File: src/rtl/lcd_bus_arbiter_if.sv
// Requester handshake and LCD bus bundle for lcd_bus_arbiter.
// The slave modport is the arbiter's view. The master modport is the view of
// the requesters and the LCD side.
interface lcd_bus_arbiter_if;
  logic       valid0;
  logic       rs0;
  logic [7:0] data0;
  logic       ready0;
  logic       valid1;
  logic       rs1;
  logic [7:0] data1;
  logic       ready1;
  logic [7:0] data;
  logic       RS;
  logic       RW;
  logic       EN;
  logic       busy;
  logic       init_done;
  logic       grant;

  modport slave (
    input  valid0, rs0, data0, valid1, rs1, data1,
    output ready0, ready1, data, RS, RW, EN, busy, init_done, grant
  );

  modport master (
    output valid0, rs0, data0, valid1, rs1, data1,
    input  ready0, ready1, data, RS, RW, EN, busy, init_done, grant
  );
endinterface

File: src/rtl/lcd_bus_arbiter.sv
// HD44780-style character LCD bus owner.
// It runs the power-up delay and the fixed init sequence, then shares the
// write-only bus between two requesters with round-robin arbitration.
// It generates the EN strobe and the post-write settle time.
module lcd_bus_arbiter #(
  parameter int EN_HIGH_CYC   = 25,
  parameter int CMD_WAIT_CYC  = 2500,
  parameter int LONG_WAIT_CYC = 100000,
  parameter int PWRUP_CYC     = 2000000
) (
  input  logic               clk,
  input  logic               rst,
  lcd_bus_arbiter_if.slave   bus
);

  localparam int MAX_AB  = (EN_HIGH_CYC > CMD_WAIT_CYC) ? EN_HIGH_CYC : CMD_WAIT_CYC;
  localparam int MAX_CD  = (LONG_WAIT_CYC > PWRUP_CYC) ? LONG_WAIT_CYC : PWRUP_CYC;
  localparam int MAX_CYC = (MAX_AB > MAX_CD) ? MAX_AB : MAX_CD;
  localparam int CNT_W   = $clog2(MAX_CYC + 1);

  typedef logic [CNT_W-1:0] cnt_t;

  typedef enum logic [2:0] {
    S_PWRUP   = 3'd0,
    S_INIT_LD = 3'd1,
    S_EN_HI   = 3'd2,
    S_EN_LO   = 3'd3,
    S_IDLE    = 3'd4
  } state_t;

  // Fixed init sequence: 8-bit/2-line, display on, clear, entry mode.
  function automatic logic [7:0] init_rom(input logic [1:0] k);
    case (k)
      2'd0:    return 8'h38;
      2'd1:    return 8'h0C;
      2'd2:    return 8'h01;
      default: return 8'h06;
    endcase
  endfunction

  // Clear (0x01) and home (0x02/0x03) need the long settle time.
  function automatic logic is_long_cmd(input logic rs, input logic [7:0] d);
    return (!rs) && (d[7:2] == 6'd0) && (d != 8'd0);
  endfunction

  state_t     r_state;
  state_t     w_state_nxt;
  cnt_t       r_cnt;
  cnt_t       w_limit;
  logic       w_cnt_last;
  logic [1:0] r_rom_idx;
  logic       w_rom_more;
  logic [7:0] r_data;
  logic       r_rs;
  logic       r_init_done;
  logic       r_grant;
  logic       r_rr;
  logic       w_sel0;
  logic       w_sel1;
  logic       w_ready0;
  logic       w_ready1;
  logic       w_accept;
  logic       w_en;
  logic       w_busy;

  // With a single valid that requester wins. With both valid, the rr pointer decides.
  assign w_sel0   = bus.valid0 & (~bus.valid1 | (r_rr == 1'b0));
  assign w_sel1   = bus.valid1 & (~bus.valid0 | (r_rr == 1'b1));
  assign w_accept = w_ready0 | w_ready1;

  // More ROM bytes remain only during init and before the last entry.
  assign w_rom_more = (!r_init_done) && (r_rom_idx != 2'd3);

  // Per-state dwell length; the counter restarts on entry, so last = limit-1
  always_comb begin
    w_limit = cnt_t'(1);
    case (r_state)
      S_PWRUP: w_limit = cnt_t'(PWRUP_CYC);
      S_EN_HI: w_limit = cnt_t'(EN_HIGH_CYC);
      S_EN_LO: w_limit = is_long_cmd(r_rs, r_data) ? cnt_t'(LONG_WAIT_CYC)
                                                   : cnt_t'(CMD_WAIT_CYC);
      default: w_limit = cnt_t'(1);
    endcase
  end

  assign w_cnt_last = (r_cnt == (w_limit - cnt_t'(1)));

  // State register
  always_ff @(posedge clk) begin
    if (rst) r_state <= S_PWRUP;
    else     r_state <= w_state_nxt;
  end

  // Next-state logic
  always_comb begin
    w_state_nxt = r_state;
    case (r_state)
      S_PWRUP:   if (w_cnt_last) w_state_nxt = S_INIT_LD;
      S_INIT_LD: w_state_nxt = S_EN_HI;
      S_EN_HI:   if (w_cnt_last) w_state_nxt = S_EN_LO;
      S_EN_LO:   if (w_cnt_last) w_state_nxt = w_rom_more ? S_INIT_LD : S_IDLE;
      S_IDLE:    if (w_accept) w_state_nxt = S_EN_HI;
      default:   w_state_nxt = S_PWRUP;
    endcase
  end

  // Output decode: strobe, busy and the combinational ready handshake
  always_comb begin
    w_en     = (r_state == S_EN_HI);
    w_busy   = (r_state != S_IDLE);
    w_ready0 = (r_state == S_IDLE) & r_init_done & bus.valid0 & w_sel0;
    w_ready1 = (r_state == S_IDLE) & r_init_done & bus.valid1 & w_sel1;
  end

  // Dwell counter, ROM index, latched bus byte and arbitration state
  always_ff @(posedge clk) begin
    if (rst) begin
      r_cnt       <= '0;
      r_rom_idx   <= 2'd0;
      r_data      <= 8'd0;
      r_rs        <= 1'b0;
      r_init_done <= 1'b0;
      r_grant     <= 1'b0;
      r_rr        <= 1'b0;
    end else begin
      if (w_state_nxt != r_state)
        r_cnt <= '0;
      else if (r_state != S_IDLE)
        r_cnt <= r_cnt + cnt_t'(1);

      case (r_state)
        S_INIT_LD: begin
          r_data <= init_rom(r_rom_idx);
          r_rs   <= 1'b0;
        end
        S_EN_LO: begin
          if (w_cnt_last) begin
            if (w_rom_more) r_rom_idx   <= r_rom_idx + 2'd1;
            else            r_init_done <= 1'b1;
          end
        end
        S_IDLE: begin
          if (w_accept) begin
            r_data  <= w_ready1 ? bus.data1 : bus.data0;
            r_rs    <= w_ready1 ? bus.rs1   : bus.rs0;
            r_grant <= w_ready1;
            r_rr    <= ~w_ready1;
          end
        end
        default: ;
      endcase
    end
  end

  assign bus.data      = r_data;
  assign bus.RS        = r_rs;
  assign bus.RW        = 1'b0;
  assign bus.EN        = w_en;
  assign bus.busy      = w_busy;
  assign bus.init_done = r_init_done;
  assign bus.grant     = r_grant;
  assign bus.ready0    = w_ready0;
  assign bus.ready1    = w_ready1;

endmodule

File: src/flat_wrapper.sv
// flat-port wrapper written by rule: the top's interface ports become plain ports
module lcd_bus_arbiter_flat 
#(
  parameter int EN_HIGH_CYC   = 25,
  parameter int CMD_WAIT_CYC  = 2500,
  parameter int LONG_WAIT_CYC = 100000,
  parameter int PWRUP_CYC     = 2000000
)
  (clk, rst, bus_valid0, bus_rs0, bus_data0, bus_valid1, bus_rs1, bus_data1, bus_ready0, bus_ready1, bus_data, bus_RS, bus_RW, bus_EN, bus_busy, bus_init_done, bus_grant);
  lcd_bus_arbiter_if bus_i ();
  input  logic clk;
  input  logic rst;
  input wire logic [$bits(bus_i.valid0)-1:0] bus_valid0;
  input wire logic [$bits(bus_i.rs0)-1:0] bus_rs0;
  input wire logic [$bits(bus_i.data0)-1:0] bus_data0;
  input wire logic [$bits(bus_i.valid1)-1:0] bus_valid1;
  input wire logic [$bits(bus_i.rs1)-1:0] bus_rs1;
  input wire logic [$bits(bus_i.data1)-1:0] bus_data1;
  output wire logic [$bits(bus_i.ready0)-1:0] bus_ready0;
  output wire logic [$bits(bus_i.ready1)-1:0] bus_ready1;
  output wire logic [$bits(bus_i.data)-1:0] bus_data;
  output wire logic [$bits(bus_i.RS)-1:0] bus_RS;
  output wire logic [$bits(bus_i.RW)-1:0] bus_RW;
  output wire logic [$bits(bus_i.EN)-1:0] bus_EN;
  output wire logic [$bits(bus_i.busy)-1:0] bus_busy;
  output wire logic [$bits(bus_i.init_done)-1:0] bus_init_done;
  output wire logic [$bits(bus_i.grant)-1:0] bus_grant;
  assign bus_i.valid0 = bus_valid0;
  assign bus_i.rs0 = bus_rs0;
  assign bus_i.data0 = bus_data0;
  assign bus_i.valid1 = bus_valid1;
  assign bus_i.rs1 = bus_rs1;
  assign bus_i.data1 = bus_data1;
  assign bus_ready0 = bus_i.ready0;
  assign bus_ready1 = bus_i.ready1;
  assign bus_data = bus_i.data;
  assign bus_RS = bus_i.RS;
  assign bus_RW = bus_i.RW;
  assign bus_EN = bus_i.EN;
  assign bus_busy = bus_i.busy;
  assign bus_init_done = bus_i.init_done;
  assign bus_grant = bus_i.grant;
  lcd_bus_arbiter #(.EN_HIGH_CYC(EN_HIGH_CYC), .CMD_WAIT_CYC(CMD_WAIT_CYC), .LONG_WAIT_CYC(LONG_WAIT_CYC), .PWRUP_CYC(PWRUP_CYC)) u_core (.clk(clk), .rst(rst), .bus(bus_i));
endmodule
File: config.mk
export PLATFORM = sky130hd
export DESIGN_NAME = lcd_bus_arbiter_flat
export DESIGN_NICKNAME = d
export VERILOG_FILES = /design/src/rtl/lcd_bus_arbiter_if.sv /design/src/rtl/lcd_bus_arbiter.sv /design/src/flat_wrapper.sv
export SDC_FILE = /design/constraint.sdc
export NUM_CORES = 1
export LEC_CHECK = 0
export BUFFER_PORTS_ARGS = -buffer_cell sky130_fd_sc_hd__buf_4
export CAP_MARGIN = 20
export CORE_ASPECT_RATIO = 1.5
export CORE_MARGIN = 10
export CORE_UTILIZATION = 35
export CTS_CLUSTER_SIZE = 40
export DETAILED_ROUTE_END_ITERATION = 10
export GPL_TIMING_DRIVEN = 0
export PLACE_DENSITY = 0.55
export SYNTH_ARGS = -nofsm -noshare
export SYNTH_HDL_FRONTEND = slang
export SYNTH_SLANG_ARGS = --single-unit
File: constraint.sdc
create_clock -name clk -period 3.2 [get_ports clk]
set_input_delay 0.16 -clock clk [delete_from_list [all_inputs] [get_ports clk]]
set_output_delay 0.16 -clock clk [all_outputs]
set_load 0.01 [all_outputs]
; Word-level counts from Yosys, hierarchy flattened
; Cells that the tools add are included.
[classes]
n_reduce_logical = 15
magnitude_cmp = 0
bitwise = 15
add_sub_neg = 3
n_shift = 0
n_mul = 0
mux = 15
n_div = 0
n_eq_ne = 11
[ops]
columns = cell, n
row1 = $pmux 21 s3, 1
row2 = $add 21x1->21 const B, 1
row3 = $eq 21x21->1, 1
row4 = $sub 21x1->21 const B, 1
row5 = $pmux 6 s3, 1
row6 = $mux 17, 1
row7 = $mux 8, 2
row8 = $pmux 8 s2, 1
row9 = $mux 3, 5
row10 = $pmux 3 s5, 1
row11 = $reduce_bool 8->1, 1
row12 = $and 1x1->1, 7
row13 = $eq 3x2->1 const B, 2
row14 = $logic_not 6->1, 1
row15 = $reduce_and 3->1, 2
row16 = $not 1->1, 5
row17 = $reduce_and 2->1, 2
row18 = $eq 3x1->1 const B, 1
row19 = $eq 3x3->1 const B, 1
row20 = $logic_and 1x1->1, 3
row21 = $logic_not 3->1, 1
row22 = $ne 3x3->1, 1
row23 = $ne 3x3->1 const B, 1
row24 = $or 1x1->1, 3
row25 = other kinds (11), 13
[word_totals]
out_inout_bits = 16
elab_cells = 67
register_bits = 38
input_bits = 22
rom_bits = 0
n_memories = 0
mem_bits_rw = 0
latch_bits = 0

; Depth between registers and ports, before layout
; Gate-level depths: netlist of run 1.
[logic_depth]
depth_word = 11
ltp_mapped = 13
depth_no_buf = 10

; Worst setup path after synthesis of run 1
; No wires, ideal clock.
[synth_path]
path_type = flip-flop to flip-flop
from = reg u_core.r_data[2] (netlist: u_core.bus.data[2])
to = reg u_core.r_cnt[2]
n_path_buf = 3
t_required_ps = 3070
synth_period_minus_slack_ps = 3014
t_arrival_ps = 2884
setup_ps = 130
path_slack_ps = 186
stages_incl_launch_ff = 13
path_cell_list = dfxtp_1 > nor4_2 > and3_1 > clkbuf_1 > nand2b_1 > ha_1 > clkbuf_1 > a21bo_2 > a221oi_1 > o2111ai_2 > nor3_4 > buf_2 > nor3_1
[synth_via]
elab_chain_len = 11
word_cells_on_any_way = 14
cone_classes = add/sub: 1 / eq/ne: 2 / mux: 6 / reduce/logical: 5
[synth_rtl]
columns = element, line_no
row1 = "start, declared", lcd_bus_arbiter.sv:53  ; logic [7:0] r_data;
row2 = "start signal, assigned", lcd_bus_arbiter.sv:133  ; r_data <= init_rom(r_rom_idx);
row3 = "start signal, assigned", lcd_bus_arbiter.sv:144  ; r_data <= w_ready1 ? bus.data1 : bus.data0;
row4 = $logic_not 6->1, lcd_bus_arbiter.sv:43  ; return (!rs) && (d[7:2] == 6'd0) && (d != 8'd0);
row5 = $logic_and 1x1->1, lcd_bus_arbiter.sv:43
row6 = $logic_and 1x1->1 (*), lcd_bus_arbiter.sv:43
row7 = $mux 17 (*), lcd_bus_arbiter.sv:80  ; S_EN_LO: w_limit = is_long_cmd(r_rs, r_data) ? cnt_t'(LONG_WAIT_CYC)
row8 = $pmux 21 s3 (*), lcd_bus_arbiter.sv:77  ; case (r_state)
row9 = $sub 21x1->21 (*), lcd_bus_arbiter.sv:86  ; assign w_cnt_last = (r_cnt == (w_limit - cnt_t'(1)));
row10 = $eq 21x21->1 (*), lcd_bus_arbiter.sv:86
row11 = "$mux 3, on equally long branches", "lcd_bus_arbiter.sv:101, lcd_bus_arbiter.sv:98, lcd_bus_arbiter.sv:100"
row12 = $pmux 3 s5 (*), lcd_bus_arbiter.sv:97  ; case (r_state)
row13 = $ne 3x3->1 (*), lcd_bus_arbiter.sv:126  ; if (w_state_nxt != r_state)
row14 = $reduce_or 2->1 (no source line) (*), --
row15 = "end signal, assigned", lcd_bus_arbiter.sv:129  ; r_cnt <= r_cnt + cnt_t'(1);
row16 = "end, declared", lcd_bus_arbiter.sv:48  ; cnt_t r_cnt;
; Mark *: on every way between the ends. The rest lies on a longest branch, timed or not.
; A chain may end at the register's enable or synchronous reset.

; Final worst setup path of run 1
[layout_path]
from = reg u_core.r_data[2] (netlist: u_core.bus.data[2])
to = reg u_core.r_state[2]
[layout_via]
elab_chain_len = 9
word_cells_on_any_way = 12
cone_classes = add/sub: 1 / eq/ne: 1 / mux: 6 / reduce/logical: 4
[layout_rtl]
columns = element, line_no
row1 = $logic_not 6->1, lcd_bus_arbiter.sv:43
row2 = $logic_and 1x1->1, lcd_bus_arbiter.sv:43
row3 = $logic_and 1x1->1 (*), lcd_bus_arbiter.sv:43
row4 = $mux 17 (*), lcd_bus_arbiter.sv:80
row5 = $pmux 21 s3 (*), lcd_bus_arbiter.sv:77
row6 = $sub 21x1->21 (*), lcd_bus_arbiter.sv:86
row7 = $eq 21x21->1 (*), lcd_bus_arbiter.sv:86
row8 = "$mux 3, on equally long branches", "lcd_bus_arbiter.sv:101, lcd_bus_arbiter.sv:98, lcd_bus_arbiter.sv:100"
row9 = $pmux 3 s5 (*), lcd_bus_arbiter.sv:97
row10 = "end signal, assigned", lcd_bus_arbiter.sv:91  ; else r_state <= w_state_nxt;
row11 = "end, declared", lcd_bus_arbiter.sv:46  ; state_t r_state;
; Marks and branches as above.

==> results of run 1 <==
## power by group through the flow
| stage | registers, mW | logic (mW) | clock network, mW |
|---|---|---|---|
| 6_report | 0.480 | 0.0497 | 0.391 |
| 3_3_place_gp | 0.491 | 0.0493 | 0 |
| 2_1_floorplan | 0.490 | 0.0229 | 0 |
| 5_1_grt | 0.480 | 0.0553 | 0.417 |
| 4_1_cts | 0.480 | 0.0501 | 0.400 |
| 3_5_place_dp | 0.491 | 0.0498 | 0 |
## registers in the layout (all words and copies together) (netlist names)
name / count
u_core.r_cnt: 21
u_core.bus.RS: 1
u_core.r_state: 3
u_core.bus.grant: 1
u_core.r_rom_idx: 2
u_core.bus.data: 8
u_core.r_rr: 1
u_core.bus.init_done: 1
## layer usage
metal / vias to the layer above / GRT usage [%]
met5: - / 0
met3: 11 / 3.72
met4: 0 / 6.30
li1: 1107 / -
met1: 983 / 12.7
met2: 62 / 23.4
## critical path: cells and delay by family, from the launching register on
family	cells	cell delay (ns)
and+or+nand+nor	5	1.33
AOI/OAI and AO/OA	3	0.84
DFF	1	0.35
adders and majority gates	1	0.27
xor gates and xnor gates	1	0.15
## synthesized netlist by cell type (2+ instances only)
master / number / area (um^2)
a21oi_1: 21 / 105
o211ai_1: 3 / 22.5
nor2_1: 31 / 116
and3b_1: 2 / 17.5
inv_1: 8 / 30.0
mux2i_1: 11 / 110
and3_1: 9 / 56.3
nand3_1: 10 / 50.1
a21bo_2: 2 / 20.0
a211oi_1: 7 / 52.6
nand2b_1: 5 / 31.3
buf_2: 4 / 20.0
and4_1: 3 / 26.3
a31o_2: 2 / 17.5
xnor2_1: 9 / 78.8
ha_1: 6 / 75.1
or3_1: 2 / 12.5
nand4_1: 9 / 56.3
nor3_1: 28 / 140
dfxtp_1: 38 / 761
xor2_1: 14 / 123
nand2_1: 10 / 37.5
a221oi_1: 2 / 17.5
o21ai_0: 3 / 15.0
clkbuf_1: 13 / 48.8
or4_1: 2 / 15.0
## worst paths after layout
kind                             to  slack [ns]  cells past startpoint
setup / recovery  u_core.r_state[2]        0.20                     10
hold / removal          u_core.r_rr        0.09                      2
setup reg to reg  u_core.r_state[2]        0.20                     10
hold reg to reg         u_core.r_rr        0.50                      1
## logic make-up (layout without fill, tap and decap cells)
kind of cell / count (synthesis) / in the layout / share of synthesized area (%)
other: 1 / 1 / 0.162
muxes: 12 / 12 / 5.23
adders and majority gates: 6 / 6 / 3.23
buffers and inverters: 28 / 70 / 4.91
and+or+nand+nor: 122 / 122 / 28.4
xor gates and xnor gates: 23 / 23 / 8.68
DFF: 38 / 38 / 32.8
AOI/OAI and AO/OA: 55 / 55 / 16.7
## what timing repair did
item,in CTS,in global routing
gates resized for setup,3,6
hold buffers,0,0
pin swaps,1,0
setup buffers,1,0
setup endpoints to repair,20,20
## final cells by class
| type | count | area (um^2) |
|---|---|---|
| fill | 707 | 3670 |
| buffer | 17 | 77.6 |
| sequential | 38 | 761 |
| timing repair buffer | 36 | 270 |
| tap | 76 | 95.1 |
| inverter | 9 | 33.8 |
| clock buffer | 8 | 110 |
| multi-input combinational | 219 | 1470 |
## metrics by stage
step | cells | worst slack (ns) | util (%) | total power [mW]
floorplan | 285 | 0.186 | - | 0.513
global placement | 396 | -0.441 | 41.3 | 0.540
CTS | 404 | 0.0352 | 43.3 | 0.930
global route | 403 | 0.0829 | 43.4 | 0.953
finish | 403 | 0.199 | 43.4 | 0.920
detailed placement | 396 | -0.429 | 41.3 | 0.541
==> reports/qor.yml, run 1 <==
status: "finished clean"
cts_tree: "done"
fin_crit_ns: 3.00
crit_start: "u_core.bus.data[2]"
pwr-share-clk_pct: 42.5
core_mm2: 0.00649
antenna_cells: 0
fp.dieH_um: 120
wirelength_met1_mm: 2.51
dieWidth_um: 86.5
portBuffers: 35
cts_max_path_buffers: 2
vdd_ir_drop_max_uv: 127
p_int_mw: 0.720
grt_start_max_net_pins: 12
grt_pass1_vias: 2276
finClkSkew_ns: 0.00580
final_common_cell: "dfxtp_1"
cts_root_buf: "clkbuf_8"
syn_inst: 285
min_from: "bus_valid1"
placed_area_mm2: 0.00268
firstDrtPassIters: 4
worst-setup-path-type: "register to register"
cpMaxStageDelayCell: "or4_1"
drt-initial-drc-count: 122
antenna_found_initial: 0
rsz0062_at_grt: "false"
vias_per_cell: 5.37
synth-edff-count: 0
startpoint_type: "register"
cap_viol_max_count: 0
hold_viol: 0
syn2layout_area_growth_pct: 21.3
rows: 36
ys_ff_latch: 38
ys_warn_count: 0
p_switching_mw: 0.200
slew_viol_final: 0
clock_sinks: 38
dpl.hpwl_mm: 5.11
syn_avg_cell_area_um2: 8.14
seqPwrFrac_pct: 52.1
fmax_mhz: 333
grt_usage_pct: 12.8
required_ns: 3.42
arrival_ns: 3.22
reg2reg_from: "u_core.bus.data[2]"
wl_per_cell_um: 16.1
drive_gt1_share_pct: 20.5
synth_area_mm2: 0.00232
synth.distinct_cells: 57
async_flop_share_pct: 0
wl_met2_mm: 3.41
pwr-share-comb_pct: 5.4
cp-end-kind: "register"
io_pins: 38
fin_nets: 354
leakagePower_nw: 1.15
tns_ns: 0
cts_buffers: 5
routed_wl_mm: 6.50
wl_met3_um: 365
ant_nets: 0
cp_max_fo: 8
synth_seq_area_share_pct: 32.8
hp-class: "primary input to register"
swShare_pct: 21.8
crit_chain: "nor4_4 > and3_1 > nand2b_1 > ha_2 > nor2_1 > a21oi_1 > xor2_1 > a2111o_1 > or4_1 > a21oi_1"
highest_layer: "met4"
clock_latency_ns: 0.29
syn-num-nets: 313
period_share_pct: 93.8
yosys_most_used_dff: "dfxtp_1"
grt_overflow: 0
drc: 0
htree_levels: 2
vias: 2163
max-slew-margin-rel_pct: 59.9
holdWs_ns: 0.0949
critPathMostFrequentCell: "a21oi_1"
power_density_mw_per_mm2: 327
gp_congestion: 0.796
clkTransAtPathRegs_ns: 0.07
grt_pass1_wl_mm: 10.9
start_util_pct: 35.8
setup-violations-final: 0
final_cell_mix: "dfxtp_1 (38), buf_4 (37), nor2_1 (31), nor3_1 (27), a21oi_1 (21)"
tightestPinTransition_ns: 0.598
dieArea_mm2: 0.0104
stdcell_area_mm2: 0.00282
max_stage_delay_ns: 0.50
Note: power is estimated with default switching activity, not from simulation.
==> run 2, diff against run 1 <==
--- a/config.mk
+++ b/config.mk
@@ -9,11 +9,11 @@
 export CAP_MARGIN = 20
 export CORE_ASPECT_RATIO = 1.5
 export CORE_MARGIN = 10
-export CORE_UTILIZATION = 35
+export CORE_UTILIZATION = 56
 export CTS_CLUSTER_SIZE = 40
 export DETAILED_ROUTE_END_ITERATION = 10
 export GPL_TIMING_DRIVEN = 0
-export PLACE_DENSITY = 0.55
+export PLACE_DENSITY = 0.78
 export SYNTH_ARGS = -nofsm -noshare
 export SYNTH_HDL_FRONTEND = slang
 export SYNTH_SLANG_ARGS = --single-unit
==> constraint.sdc (replaced) <==
create_clock -name clk -period 3.3 [get_ports clk]
set_input_delay 0.165 -clock clk [delete_from_list [all_inputs] [get_ports clk]]
set_output_delay 0.165 -clock clk [all_outputs]
set_load 0.01 [all_outputs]
==> run 2 against run 1 <==
Utilization is 26 points higher. First-iteration DRC count is 30% higher. Combinational power shrank 5.0%. Fmax down 2.2%. Sequential cell count unchanged. Clock power increased by 24%. Non-clock buffer count is the same. Wire length down 5.6%. Sequential power decreased by 3%. Critical endpoint unchanged. Largest cell class unchanged.
==> reports/qor.yml, run 2 (synthesized netlist as in run 1, its figures left out) <==
ff2ff_setup_slack_ns: 0.23  # +0.03 ns
vias_per_cell: 6.04  # +13%
firstDrtPassIters: 4  # unchanged
rsz0062_at_grt: "false"
ff2ff_path_depth: 10  # unchanged
cts_root_buf: "clkbuf_8"
post-place-ws_ns: -0.239  # +0.190 ns
top_register: "u_core.r_cnt"
hp-class: "primary input to register"
cts_max_path_buffers: 2  # unchanged
fin_ws_ns: 0.231  # +0.0327 ns
clock_sinks: 38  # unchanged
fin_crit_ns: 3.07  # +0.0673 ns
grt_overflow: 0  # unchanged
holdBufCountCts: 0  # unchanged
start_util_pct: 58.1  # +22 points
hold_viol: 0  # unchanged
fmax_mhz: 326  # -2.2%
fp.dieH_um: 98.8  # -17%
antenna_cells: 0  # unchanged
cts_tree: "done"
largest_register_ffs: 21  # unchanged
required_ns: 3.52  # +0.10 ns
cap_viol_max_count: 0  # unchanged
drive_gt1_share_pct: 19.9  # -0.61 points
tightestPinTransition_ns: 0.606  # +0.00774 ns
max-slew-margin-rel_pct: 58.6  # -1.3 points
fin_nets: 354  # unchanged
clkTransAtPathRegs_ns: 0.08  # about the same
min_from: "bus_valid1"
clock_latency_ns: 0.30  # about the same
dpl.hpwl_mm: 4.72  # -7.5%
wl_per_cell_um: 16.5  # +2.3%
vias: 2247  # +3.9%
startpoint_type: "register"
finClkSkew_ns: 0.00840  # +0.00260 ns
cts_buffers: 5  # unchanged
worst-setup-path-type: "register to register"
grt_start_max_net_pins: 14  # +2
drc: 0  # unchanged
final_cell_mix: "dfxtp_1 (38), buf_4 (37), nor2_1 (31), nor3_1 (28), a21oi_1 (21)"
grt_usage_pct: 17.0  # +4.2 points
grt_pass1_wl_mm: 10.2  # -6.7%
ant_nets: 0  # unchanged
min_to: "u_core.r_rr"
syn2layout_area_growth_pct: 20.1
vdd_ir_drop_max_uv: 284  # +120%
io_pins: 38  # unchanged
antenna_found_initial: 0  # unchanged
fill_cells: 340  # -52%
holdPathStages: 2  # unchanged
leakagePower_nw: 1.15  # about the same
final_common_cell: "dfxtp_1"
power_density_mw_per_mm2: 358  # +9.5%
cp_max_fo: 8  # unchanged
period_share_pct: 93.0  # -0.80 points
core_mm2: 0.00399  # -38%
setup-violations-final: 0  # unchanged
routed_wl_mm: 6.14  # -5.6%
cp-end-kind: "register"
slew_viol_final: 0  # unchanged
status: "finished clean"
worstReg2RegEnd: "u_core.r_state[2]"
multi_input_area_mm2: 0.00146  # -0.94%
grt_pass1_vias: 2233  # -1.9%
dieWidth_um: 72.6  # -16%
gp_congestion: 0.984  # +24%
htree_levels: 2  # unchanged
reg2reg_from: "u_core.bus.data[2]"
seqCellArea_um2: 761  # unchanged
dieArea_mm2: 0.00717  # -31%
portBuffers: 35  # unchanged
arrival_ns: 3.29  # +0.07 ns
drt-initial-drc-count: 159  # +30%
final_cells: 372  # -7.7%
rows: 28  # -22%
placed_cells: 365  # -7.8%
-- run 2: metrics by stage --
stage / power, mW / hold WS (ns) / instance area [um^2] / util [%] / TNS [ns]
detailed placement: 0.523 / 0.416 / 2640 / 66.1 / -2.36
finish: 0.997 / 0.102 / 2790 / 69.8 / 0
global route: 1.02 / 0.125 / 2790 / 69.8 / 0
floorplan: 0.497 / 0.281 / 2320 / - / 0
CTS: 0.995 / 0.106 / 2780 / 69.6 / 0
global placement: 0.522 / 0.402 / 2640 / 66.1 / -2.10
-- run 2: area by class of cell --
type / count / area share, %
inverter: 9 / 1.21
tap: 45 / 2.02
clock buffer: 5 / 2.47
buffer: 17 / 2.65
sequential: 38 / 27.3
multi-input combinational: 219 / 52.2
clock inverter: 3 / 2.47
timing repair buffer: 36 / 9.69
-- run 2: metal layers --
| metal | share of wire [%] | vias to the layer above | global-route usage (%) |
|---|---|---|---|
| met1 | 39 | 1048 | 18.0 |
| met5 | 0 | - | 0 |
| met3 | 5.3 | 19 | 4.12 |
| met2 | 52 | 73 | 30.7 |
| li1 | - | 1107 | - |
| met4 | 3.0 | 0 | 6.74 |
-- run 2: worst max path at each step --
stage	startpoint	end	slack (ns)
final	u_core.bus.data[2]	u_core.r_state[2]	0.23
after global routing	u_core.bus.data[2]	u_core.r_state[2]	0.04
after floorplan	u_core.bus.data[2]	u_core.r_cnt[2]	0.29
after detailed placement	u_core.bus.data[2]	u_core.r_cnt[9]	-0.24
after CTS	u_core.bus.data[2]	u_core.r_state[2]	0.03
after global placement	u_core.bus.data[2]	u_core.r_cnt[8]	-0.21
-- run 2: timing repair --
action / in CTS / in global routing
setup buffers: 1 / 0
endpoints found under the setup margin: 11 / 20
pin swaps: 1 / 0
resized for setup: 0 / 4
-- run 2: power breakdown --
| group | leakage, nW | total [mW] | switching (mW) | internal, mW |
|---|---|---|---|---|
| clock network | 0.0683 | 0.485 | 0.182 | 0.303 |
| logic | 0.775 | 0.0472 | 0.0216 | 0.0256 |
| registers | 0.307 | 0.465 | 0.00408 | 0.461 |
| total | 1.15 | 0.997 | 0.207 | 0.790 |
-- run 2: worst max-delay path, stage by stage, from the launching register on --
cell,delay (ns)
dfxtp_1,0.34
nor4_2,0.36
and3_1,0.35
nand2b_1,0.15
ha_2,0.27
nor2_1,0.06
a21oi_1,0.21
xor2_1,0.15
a2111o_1,0.46
or4_1,0.49
a21oi_1,0.16
==> run 3, diff against run 2 <==
--- a/config.mk
+++ b/config.mk
@@ -5,13 +5,13 @@
 export SDC_FILE = /design/constraint.sdc
 export NUM_CORES = 1
 export LEC_CHECK = 0
-export BUFFER_PORTS_ARGS = -buffer_cell sky130_fd_sc_hd__buf_4
 export CAP_MARGIN = 20
 export CORE_ASPECT_RATIO = 1.5
 export CORE_MARGIN = 10
-export CORE_UTILIZATION = 56
+export CORE_UTILIZATION = 63
 export CTS_CLUSTER_SIZE = 40
 export DETAILED_ROUTE_END_ITERATION = 10
+export DONT_BUFFER_PORTS = 1
 export GPL_TIMING_DRIVEN = 0
 export PLACE_DENSITY = 0.78
 export SYNTH_ARGS = -nofsm -noshare
==> run 3 against run 2 <==
Wire length decreased by 4.7%. Global-route usage increased by 0.70 points. Final area is 10% lower. Fmax increased by 0.56%. Sequential power hardly changed. First-iteration DRC count down 38%. Clock power shrank 30%. Sequential share of layout area grew 3.1 points. Utilization down 0.57 points.
==> reports/qor.yml, run 3 (synthesized netlist as in run 1, its figures left out) <==
highest_layer: "met4"
dieWidth_um: 69.6  # -4.1%
arrival_ns: 3.21  # -0.08 ns
dpl.hpwl_mm: 4.42  # -6.4%
ant_nets: 0  # unchanged
vias_per_cell: 6.31  # +4.5%
critPathTopFamily: "simple AND/OR/NAND/NOR gates"
clock_latency_ns: 0.30  # about the same
vias: 2120  # -5.7%
drive_gt1_share_pct: 10.9  # -9.0 points
worstReg2RegEnd: "u_core.r_cnt[2]"
clkTransAtPathRegs_ns: 0.08  # about the same
fp.dieH_um: 94.3  # -4.6%
post-place-ws_ns: -0.302  # -0.0628 ns
pwr-share-comb_pct: 3.6  # -1.1 points
clock_sinks: 38  # unchanged
firstDrtPassIters: 4  # unchanged
drc: 0  # unchanged
grt_pass1_wl_mm: 9.67  # -5.2%
routed_wl_mm: 5.86  # -4.7%
cts_root_buf: "clkbuf_8"
reg2reg_from: "u_core.bus.data[2]"
fmax_mhz: 328  # +0.56%
cap_viol_max_count: 0  # unchanged
leakagePower_nw: 0.963  # -16%
max-slew-margin-rel_pct: 52.5  # -6.0 points
gp_congestion: 0.864  # -12%
final_cell_mix: "dfxtp_1 (38), nor2_1 (31), nor3_1 (27), a21oi_1 (21), xor2_1 (14)"
cpMaxStageDelayCell: "a2111o_1"
power_density_mw_per_mm2: 334  # -6.7%
fin_ws_ns: 0.248  # +0.0172 ns
status: "finished clean"
rows: 27  # -3.6%
swShare_pct: 23.2  # +2.4 points
required_ns: 3.46  # -0.06 ns
endpoint: "u_core.r_cnt[2]"
wl_per_cell_um: 17.4  # +5.5%
top_register: "u_core.r_cnt"
rsz0062_at_grt: "false"
grt_start_max_net_pins: 13  # -1
ff2ff_setup_slack_ns: 0.25  # +0.02 ns
seqCellArea_um2: 761  # unchanged
worst-setup-path-type: "register to register"
p_switching_mw: 0.194  # -6.5%
grt_pass1_vias: 2124  # -4.9%
max_stage_delay_ns: 0.46  # -0.03 ns
fin_nets: 320  # -9.6%
multi_input_area_mm2: 0.00146  # +0.60%
fill_cells: 305  # -10%
ff2ff_path_depth: 11  # +1
start_util_pct: 64.2  # +6.1 points
tightestPinTransition_ns: 0.694  # +0.0882 ns
finClkSkew_ns: 0.0116  # +0.00322 ns
antenna_cells: 0  # unchanged
hp-class: "primary input to register"
dieArea_mm2: 0.00656  # -8.5%
drt-initial-drc-count: 98  # -38%
cts_max_path_buffers: 2  # unchanged
slew_viol_final: 0  # unchanged
cts_buffers: 5  # unchanged
path_buf_inv: 1  # +1
hold_viol: 0  # unchanged
cp_num_cells: 11  # +1
stdcell_area_mm2: 0.00250  # -10%
antenna_found_initial: 0  # unchanged
p_int_mw: 0.641  # -19%
crit_chain: "nor4_4 > and3_2 > nand2b_1 > ha_2 > nor2_1 > a21oi_1 > xor2_1 > a2111o_1 > nor3_4 > clkbuf_4 > nor3_1"
pwr-share-clk_pct: 40.7  # -7.9 points
final_common_cell: "dfxtp_1"
fin_crit_ns: 3.05  # -0.0172 ns
core_mm2: 0.00361  # -9.5%
portBuffers: 0  # -100%
seqPwrFrac_pct: 55.7  # +9.0 points
syn2layout_area_growth_pct: 7.82
cp_max_fo: 10  # +2
grt_usage_pct: 17.7  # +0.70 points
vdd_ir_drop_max_uv: 296  # +4.3%
largest_register_ffs: 21  # unchanged
wirelength_met1_mm: 2.22  # -8.6%
placed_area_mm2: 0.00237  # -10%
period_share_pct: 92.5  # -0.52 points
cts_tree: "done"
wl_met2_mm: 3.03  # -5.7%
wl_met3_um: 303  # -6.2%
grt_overflow: 0  # unchanged
crit_start: "u_core.bus.data[2]"
cp-end-kind: "register"
htree_levels: 2  # unchanged
io_pins: 38  # unchanged
setup-violations-final: 0  # unchanged
startpoint_type: "register"
[run 3: cell count changes in the layout (fill, tap and decap cells not counted), sizes merged]
cell / previous run / this run
buf: 42 / 6
bufinv: 2 / 0
clkbuf: 16 / 18
clkinvlp: 0 / 1
dlygate4sd3: 0 / 1
[run 3: timing repair]
action | CTS | global route
pin swaps | 1 | 0
setup endpoints to repair | 20 | 20
setup buffers | 1 | 0
hold buffers | 1 | 0
resized for setup | 1 | 8
endpoints found under the hold margin | 1 | 0
[run 3: routing by layer]
| metal | vias up | track usage, % |
|---|---|---|
| li1 | 1042 | - |
| met1 | 1001 | 17.2 |
| met2 | 54 | 32.3 |
| met3 | 23 | 4.83 |
| met4 | 0 | 11.8 |
| met5 | - | 0 |
[run 3: power by group through the flow]
stage	clock network, mW	logic, mW	registers [mW]
5_1_grt	0.357	0.0338	0.466
2_1_floorplan	0	0.0222	0.475
3_5_place_dp	0	0.0291	0.476
4_1_cts	0.344	0.0302	0.465
3_3_place_gp	0	0.0282	0.476
6_report	0.339	0.0302	0.465
[run 3: layout make-up]
type / instances / area share, %
Clock buffer: 6 / 3.30
Timing Repair Buffer: 2 / 0.700
Tap cell: 43 / 2.15
Sequential cell: 38 / 30.4
Multi-Input combinational cell: 219 / 58.5
Inverter: 9 / 1.35
Clock inverter: 2 / 0.500
Buffer: 17 / 3.10
[run 3: worst reg2reg max path: stages (launching register included)]
cell      delay [ns]
dfxtp_1         0.38
nor4_4          0.36
and3_2          0.30
nand2b_1        0.12
ha_2            0.27
nor2_1          0.06
a21oi_1         0.22
xor2_1          0.14
a2111o_1        0.46
nor3_4          0.28
clkbuf_4        0.26
nor3_1          0.08
[run 3: through the flow]
stage                     hold WS (ns)  power, mW  utilization, %  instances  TNS [ns]
final                           0.0686      0.835            69.2        336         0
after CTS                       0.0668      0.840            68.8        337         0
after floorplan                  0.281      0.497               -        285         0
after global placement           0.282      0.504            65.7        328     -3.18
after detailed placement         0.287      0.505            65.7        328     -2.89
after global routing            0.0886      0.857            69.2        336         0
[run 3: worst min-delay path by stage]
stage          startpoint               end  slack [ns]  cells after the start
2_1_floorplan  bus_valid1       u_core.r_rr        0.28                      1
3_3_place_gp   bus_valid1       u_core.r_rr        0.28                      1
3_5_place_dp   bus_valid1       u_core.r_rr        0.29                      1
4_1_cts        bus_valid0       u_core.r_rr        0.07                      2
5_1_grt        bus_valid1  u_core.bus.grant        0.09                      2
6_report       bus_valid1  u_core.bus.grant        0.07                      2
